[config.mk]
export PLATFORM = sky130hd
export DESIGN_NAME = inst_seq
export DESIGN_NICKNAME = d
export VERILOG_FILES = /design/src/rtl/inst_seq.sv
export SDC_FILE = /design/constraint.sdc
export NUM_CORES = 1
export LEC_CHECK = 0
export ABC_AREA = 1
export CORE_UTILIZATION = 42
export CTS_CLUSTER_DIAMETER = 200
export DETAILED_ROUTE_END_ITERATION = 10
export MAX_ROUTING_LAYER = met4
export SLEW_MARGIN = 5
export SYNTH_ARGS = -nofsm -noshare
export SYNTH_HDL_FRONTEND = slang
export SYNTH_SLANG_ARGS = --single-unit
[constraint.sdc]
create_clock -name clk_i -period 8.65 [get_ports clk_i]
set_clock_uncertainty 0.05 [all_clocks]
set_input_delay 1.2975 -clock clk_i [delete_from_list [all_inputs] [get_ports clk_i]]
set_output_delay 1.2975 -clock clk_i [all_outputs]
set_load 0.01 [all_outputs]
[src/rtl/inst_seq.sv]
// Instruction sequencer: replays a small program memory of {opcode, repeat} words into the
// decoder as a bubble-free stream, with loop, stall (hold) and abort control.
module inst_seq #(
  parameter int unsigned INST_DEPTH = 32,
  parameter int unsigned ADDR_WIDTH = 5,
  parameter int unsigned LOOP_WIDTH = 8
) (
  input  logic                  clk_i,
  input  logic                  rst_i,
  input  logic                  wr_en_i,
  input  logic [ADDR_WIDTH-1:0] wr_addr_i,
  input  logic [15:0]           wr_data_i,
  input  logic [ADDR_WIDTH:0]   prog_len_i,
  input  logic [LOOP_WIDTH-1:0] num_loops_i,
  input  logic                  start_i,
  input  logic                  hold_i,
  input  logic                  abort_i,
  output logic                  inst_v_o,
  output logic [2:0]            opcode_o,
  output logic                  busy_o,
  output logic                  done_o,
  output logic                  wr_err_o
);

  typedef enum logic [1:0] {StIdle, StFetch, StIssue, StDone} state_e;

  state_e                state_q, state_d;
  logic [ADDR_WIDTH-1:0] pc_q, pc_d;
  logic [4:0]            rep_q, rep_d;
  logic [LOOP_WIDTH-1:0] loop_q, loop_d;
  logic [ADDR_WIDTH:0]   len_q, len_d;
  logic [LOOP_WIDTH-1:0] loops_q, loops_d;

  logic                  inst_v_d, busy_d, done_d, wr_err_d;
  logic [2:0]            opcode_d;

  // Only the opcode and repeat fields are stored; the reserved byte is dropped.
  logic [7:0]            mem_q [INST_DEPTH];
  logic [7:0]            ir_q;
  logic                  rd_en;
  logic [ADDR_WIDTH-1:0] rd_addr;
  logic                  mem_we;
  logic                  issue;
  logic                  unused_rsvd;

  logic                  len_ok, last_rep, last_pc, more_loops;
  logic [ADDR_WIDTH-1:0] pc_inc;

  assign unused_rsvd = ^wr_data_i[7:0];
  assign mem_we      = wr_en_i && (state_q == StIdle);

  assign len_ok     = (prog_len_i != '0) && (prog_len_i <= (ADDR_WIDTH+1)'(INST_DEPTH));
  assign last_rep   = (rep_q == ir_q[4:0]);
  assign last_pc    = ((ADDR_WIDTH+1)'(pc_q) + (ADDR_WIDTH+1)'(1)) == len_q;
  assign more_loops = ({1'b0, loop_q} + (LOOP_WIDTH+1)'(1)) < {1'b0, loops_q};
  assign pc_inc     = pc_q + ADDR_WIDTH'(1);

  // Program memory: write port only in idle, synchronous read into the instruction register.
  always_ff @(posedge clk_i) begin
    if (mem_we) begin
      mem_q[wr_addr_i] <= wr_data_i[15:8];
    end
    if (rd_en) begin
      ir_q <= mem_q[rd_addr];
    end
  end

  always_ff @(posedge clk_i or posedge rst_i) begin
    if (rst_i) begin
      state_q  <= StIdle;
      pc_q     <= '0;
      rep_q    <= '0;
      loop_q   <= '0;
      len_q    <= '0;
      loops_q  <= '0;
      inst_v_o <= 1'b0;
      opcode_o <= 3'b000;
      busy_o   <= 1'b0;
      done_o   <= 1'b0;
      wr_err_o <= 1'b0;
    end else begin
      state_q  <= state_d;
      pc_q     <= pc_d;
      rep_q    <= rep_d;
      loop_q   <= loop_d;
      len_q    <= len_d;
      loops_q  <= loops_d;
      inst_v_o <= inst_v_d;
      opcode_o <= opcode_d;
      busy_o   <= busy_d;
      done_o   <= done_d;
      wr_err_o <= wr_err_d;
    end
  end

  always_comb begin
    state_d = state_q;
    pc_d    = pc_q;
    rep_d   = rep_q;
    loop_d  = loop_q;
    len_d   = len_q;
    loops_d = loops_q;
    rd_en   = 1'b0;
    rd_addr = pc_q;
    issue   = 1'b0;
    unique case (state_q)
      StIdle: begin
        if (start_i) begin
          pc_d   = '0;
          rep_d  = '0;
          loop_d = '0;
          if (len_ok) begin
            len_d   = prog_len_i;
            loops_d = (num_loops_i == '0) ? LOOP_WIDTH'(1) : num_loops_i;
            state_d = StFetch;
          end else begin
            state_d = StDone;
          end
        end
      end
      StFetch: begin
        rd_en   = 1'b1;
        state_d = StIssue;
      end
      StIssue: begin
        if (!hold_i) begin
          issue = 1'b1;
          if (last_rep) begin
            // Prefetch the next word during the final repeat so the stream has no bubble.
            rep_d = '0;
            if (!last_pc) begin
              pc_d    = pc_inc;
              rd_en   = 1'b1;
              rd_addr = pc_inc;
            end else if (more_loops) begin
              loop_d  = loop_q + LOOP_WIDTH'(1);
              pc_d    = '0;
              rd_en   = 1'b1;
              rd_addr = '0;
            end else begin
              state_d = StDone;
            end
          end else begin
            rep_d = rep_q + 5'd1;
          end
        end
      end
      StDone: begin
        state_d = StIdle;
      end
      default: state_d = StIdle;
    endcase
    if (abort_i && (state_q != StIdle)) begin
      state_d = StIdle;
      issue   = 1'b0;
    end
  end

  always_comb begin
    inst_v_d = issue;
    opcode_d = issue ? ir_q[7:5] : 3'b000;
    busy_d   = (state_d != StIdle);
    done_d   = (state_q == StDone) && !abort_i;
    wr_err_d = wr_err_o | (wr_en_i && (state_q != StIdle));
  end

endmodule

==> flow_summary.html <==
<table>
<tr><th>Metric</th><th>Value</th></tr>
<tr><th colspan="2">Outcome</th></tr>
<tr><td>Status</td><td>complete, no violations</td></tr>
<tr><th colspan="2">Setup path</th></tr>
<tr><td>CP most frequent cell</td><td>nand2_1</td></tr>
<tr><td>Stage delay of the slowest cell on the critical path</td><td>0.84 ns</td></tr>
<tr><td>Data arrival at the endpoint of the critical path</td><td>5.65 ns</td></tr>
<tr><td>Highest-delay cell along the critical path</td><td>nand2_4</td></tr>
<tr><td>Critical Path Source Type</td><td>register</td></tr>
<tr><td>Required time of the worst setup path</td><td>8.85 ns</td></tr>
<tr><td>Category of the most critical setup path</td><td>reg2reg</td></tr>
<tr><td>Critical-path maximum fanout</td><td>72</td></tr>
<tr><td>Endpoint type of the worst setup path</td><td>register</td></tr>
<tr><th colspan="2">Floorplanning</th></tr>
<tr><td>Horizontal extent of the die</td><td>185.9 um</td></tr>
<tr><td>Die area</td><td>34,560 sq um</td></tr>
<tr><td>Die extent in y</td><td>185.9 um</td></tr>
<tr><td>Starting utilization of the core area</td><td>43.21%</td></tr>
<tr><td>Core footprint</td><td>32,870 sq um</td></tr>
<tr><td>Number of I/O pins</td><td>48</td></tr>
<tr><td>Standard-cell row count</td><td>66</td></tr>
<tr><th colspan="2">Timing</th></tr>
<tr><td>Highest achievable clock rate</td><td>183.7 MHz</td></tr>
<tr><td>Share of the clock period used by the worst path after layout</td><td>62.93%</td></tr>
<tr><td>Final-layout setup total negative slack</td><td>0 ns</td></tr>
<tr><td>Final Max Tran Viols</td><td>0</td></tr>
<tr><td>Slew at the pin closest to its max-slew limit</td><td>1.258 ns</td></tr>
<tr><td>Worst slew margin relative to its limit</td><td>15.87%</td></tr>
<tr><td>RSZ-0062 raised after global routing</td><td>no</td></tr>
<tr><td>Final worst-path setup slack</td><td>3.207 ns</td></tr>
<tr><td>Count of endpoints failing setup in the final report</td><td>0</td></tr>
<tr><td>Min Clock Period, post-route</td><td>5.443 ns</td></tr>
<tr><td>Number of hold violations in the final report</td><td>0</td></tr>
<tr><td>Final-layout worst hold slack</td><td>0.4059 ns</td></tr>
<tr><th colspan="2">CTS</th></tr>
<tr><td>Clock tree from TritonCTS</td><td>built</td></tr>
<tr><td>CTS Root Buffer Type</td><td>clkbuf_16</td></tr>
<tr><td>Number of setup buffers added after CTS</td><td>0</td></tr>
<tr><td>Clock transition at the registers of the reported paths</td><td>0.06 ns</td></tr>
<tr><td>Count of hold-fix buffers inserted at cts</td><td>0</td></tr>
<tr><td>Max Root-Sink Buffers</td><td>3</td></tr>
<tr><td>Number of clock buffers inserted by TritonCTS</td><td>36</td></tr>
<tr><td>Deepest level of the CTS H-tree</td><td>2</td></tr>
<tr><td>TritonCTS Sinks</td><td>305</td></tr>
<tr><td>Resize count post-CTS</td><td>0</td></tr>
<tr><td>Insertion delay of the later-clocked pin in the worst-skew pair</td><td>0.52 ns</td></tr>
<tr><th colspan="2">Pwr</th></tr>
<tr><td>Part of the power in registers</td><td>38.6%</td></tr>
<tr><td>Standby leakage power</td><td>6.587 nW</td></tr>
<tr><td>Design Power</td><td>4.516 mW</td></tr>
<tr><td>Total power per unit cell area</td><td>282.6 nW/um^2</td></tr>
<tr><td>Net switching power of the design</td><td>1.573 mW</td></tr>
<tr><td>Net switching share of the total power</td><td>34.83%</td></tr>
<tr><td>Worst IR Drop VDD</td><td>0.0001546 V</td></tr>
<tr><td>Cell internal power dissipation</td><td>2.944 mW</td></tr>
<tr><td>Logic pwr share</td><td>29.6%</td></tr>
<tr><td>Clock network fraction of design power</td><td>31.8%</td></tr>
<tr><th colspan="2">Logic synthesis</th></tr>
<tr><td>Mapped Area</td><td>14,200 sq um</td></tr>
<tr><td>Count of mapped cells out of synthesis</td><td>1,433</td></tr>
<tr><td>Total nets after synthesis</td><td>1,488</td></tr>
<tr><td>Ranking of synthesized cells by area</td><td>edfxtp_1, nand3_1, nand2_1</td></tr>
<tr><td>Count of unique library cells instantiated by Yosys</td><td>33</td></tr>
<tr><td>Sequential cell area fraction in the yosys report</td><td>63.04%</td></tr>
<tr><td>Flops &amp; latches, synth</td><td>305</td></tr>
<tr><td>Top-area cell type share of the netlist area</td><td>55.82%</td></tr>
<tr><td>Biggest area consumer among synthesized cells</td><td>edfxtp_1</td></tr>
<tr><td>Warnings from Yosys</td><td>0</td></tr>
<tr><td>Mean instance size in the synthesized netlist</td><td>9.911 sq um</td></tr>
<tr><th colspan="2">Final layout</th></tr>
<tr><td># diodes</td><td>0</td></tr>
<tr><td>Proportion of layout cells with a drive suffix above 1</td><td>5.938%</td></tr>
<tr><td>Final design utilization</td><td>48.63%</td></tr>
<tr><td>Layout Cells excl Fill</td><td>1,924</td></tr>
<tr><td>Growth of design area from synthesis to finish</td><td>12.54%</td></tr>
<tr><td>Finished layout cell area</td><td>15,980 sq um</td></tr>
<tr><td>Nets</td><td>1,510</td></tr>
<tr><td>Fillcell total</td><td>3,071</td></tr>
<tr><th colspan="2">Placement</th></tr>
<tr><td>Weighted congestion at the end of routability-driven global placement</td><td>0.8000</td></tr>
<tr><td>Detailed-placement wirelength estimate</td><td>18,580 um</td></tr>
<tr><td>Placed Area</td><td>14,860 sq um</td></tr>
<tr><td>Total of buffers placed on input and output ports</td><td>39</td></tr>
<tr><td>Placed cell count</td><td>1,859</td></tr>
<tr><td>Worst slack at placement</td><td>3.160 ns</td></tr>
<tr><th colspan="2">Drt</th></tr>
<tr><td>Number of iterations in the first detailed-routing pass</td><td>7</td></tr>
<tr><td>Total via count in the routed design</td><td>9,750</td></tr>
<tr><td>DRT Wirelength</td><td>32,630 um</td></tr>
<tr><td>Avg Vias per Cell</td><td>5.068</td></tr>
<tr><td>Wire length per cell</td><td>16.96 um</td></tr>
<tr><td>Detailed-route DRC error count</td><td>0</td></tr>
<tr><td>1st-iter DRT viols</td><td>702</td></tr>
<tr><td>Final antenna-violating net count</td><td>0</td></tr>
<tr><th colspan="2">GRT</th></tr>
<tr><td>Pin count of the biggest net entering global routing</td><td>73</td></tr>
<tr><td>Global-route wire length before repair</td><td>51,490 um</td></tr>
<tr><td>Total GRT Usage</td><td>20.20%</td></tr>
<tr><td>Antenna violations before repair</td><td>0</td></tr>
<tr><td>Grt ovf</td><td>0</td></tr>
<tr><td>Number of global-route vias before repair</td><td>9,313</td></tr>
<tr><th colspan="2">Job</th></tr>
<tr><td>Reported max-cap violation count</td><td>0</td></tr>
<tr><th colspan="2">Min path</th></tr>
<tr><td>Worst min path class</td><td>reg2reg</td></tr>
</table>
synth_stat cells:
library cell  instances
a21boi_1              1
a21o_1                2
a21oi_1               9
a21oi_4               1
buf_2                30
buf_4                 7
buf_6                12
buf_8                 1
clkbuf_1             21
clkinv_1              2
dfrtp_1              41
edfxtp_1            264
ha_1                 14
inv_1               197
inv_2                 4
nand2_1             344
nand2_2               5
nand3_1             311
nand3b_1             33
nand4_1               7
nor2_1               64
nor2_2                3
nor3_1                5
nor4_1                1
o21a_1                1
o21ai_0              31
o21ai_1               1
o21ai_2               2
o21bai_1              1
o22ai_1               3
or2_2                 3
xnor2_1               1
xor2_1               11
state kept, by name (all words and copies together), names as in the netlist, 2 cells and up:
name      cells
loop_q        8
rep_q         5
state_q       2
loops_q       8
mem_q       256
pc_q          5
ir_q          8
len_q         6
opcode_o      3
kinds of logic after synthesis:
family	after synthesis	synth area share, %
adders and majority gates	14	1.233
buffers and inverters	274	8.405
xor gates and xnor gates	12	0.7400
and+or+nand+nor	776	24.50
AOI/OAI and AO/OA	52	2.079
DFF	305	63.04
final cells by class:
cell class,count,area (sq um),share of cell area (%)
clock buffer,46,969.7,6.067
tap,442,553.0,3.460
multi-input combinational,854,4084,25.55
inverter,203,762.0,4.768
timing repair buffer,55,510.5,3.194
clock inverter,19,150.1,0.9394
sequential,305,8954,56.02
layer usage:
| layer | GRT usage (%) | up-vias | routed length [um] |
|---|---|---|---|
| li1 | - | 4820 | - |
| met1 | 26.82 | 4632 | 14480 |
| met2 | 32.15 | 259 | 15490 |
| met3 | 3.522 | 39 | 2154 |
| met4 | 5.049 | 0 | 515 |
| met5 | - | - | 0 |
power by group through the flow:
stage	clock (mW)	sequential (mW)	combinational, mW
final	1.44	1.74	1.34
after CTS	1.47	1.74	1.35
after global routing	1.52	1.75	1.51
after floorplan	0	1.76	1.00
after detailed placement	0	1.77	1.35
after global placement	0	1.77	1.33
worst max-delay path, delay by kind of cell (launching register included):
kind	cells	cell delay, ns
DFF	1	0.37
xor gates and xnor gates	1	0.17
and+or+nand+nor	21	3.19
buffers and inverters	4	0.89
adders and majority gates	2	0.49
layout by cell type (no fill, tap or decap), drive strengths merged:
cell type / Yosys / routed
nand3b: 33 / 33
nor3: 5 / 5
o21bai: 1 / 1
edfxtp: 264 / 264
a21boi: 1 / 1
nor2: 67 / 67
nand2: 349 / 349
xor2: 11 / 11
bufinv: 0 / 2
buf: 50 / 16
o22ai: 3 / 3
ha: 14 / 14
nand3: 311 / 311
clkdlybuf4s50: 0 / 39
clkbuf: 21 / 46
nand4: 7 / 7
a21o: 2 / 2
or2: 3 / 3
clkinv: 2 / 17
o21a: 1 / 1
xnor2: 1 / 1
inv: 201 / 203
nor4: 1 / 1
dfrtp: 41 / 41
a21oi: 10 / 10
o21ai: 34 / 34
final timing paths:
| kind | start | to | slack (ns) | depth (start not counted) |
|---|---|---|---|---|
| max in group asynchronous | rst_i | loops_q[3] | 7.00 | 3 |
| worst min register to register | wr_err_o | wr_err_o | 0.41 | 1 |
| min in group asynchronous | rst_i | rep_q[3] | 1.18 | 3 |
| worst min-delay path | wr_err_o | wr_err_o | 0.41 | 1 |
| worst max register to register | loop_q[0] | ir_q[5] | 3.21 | 28 |
| worst max-delay path | loop_q[0] | ir_q[5] | 3.21 | 28 |
Note: power is estimated with default switching activity, not from simulation.
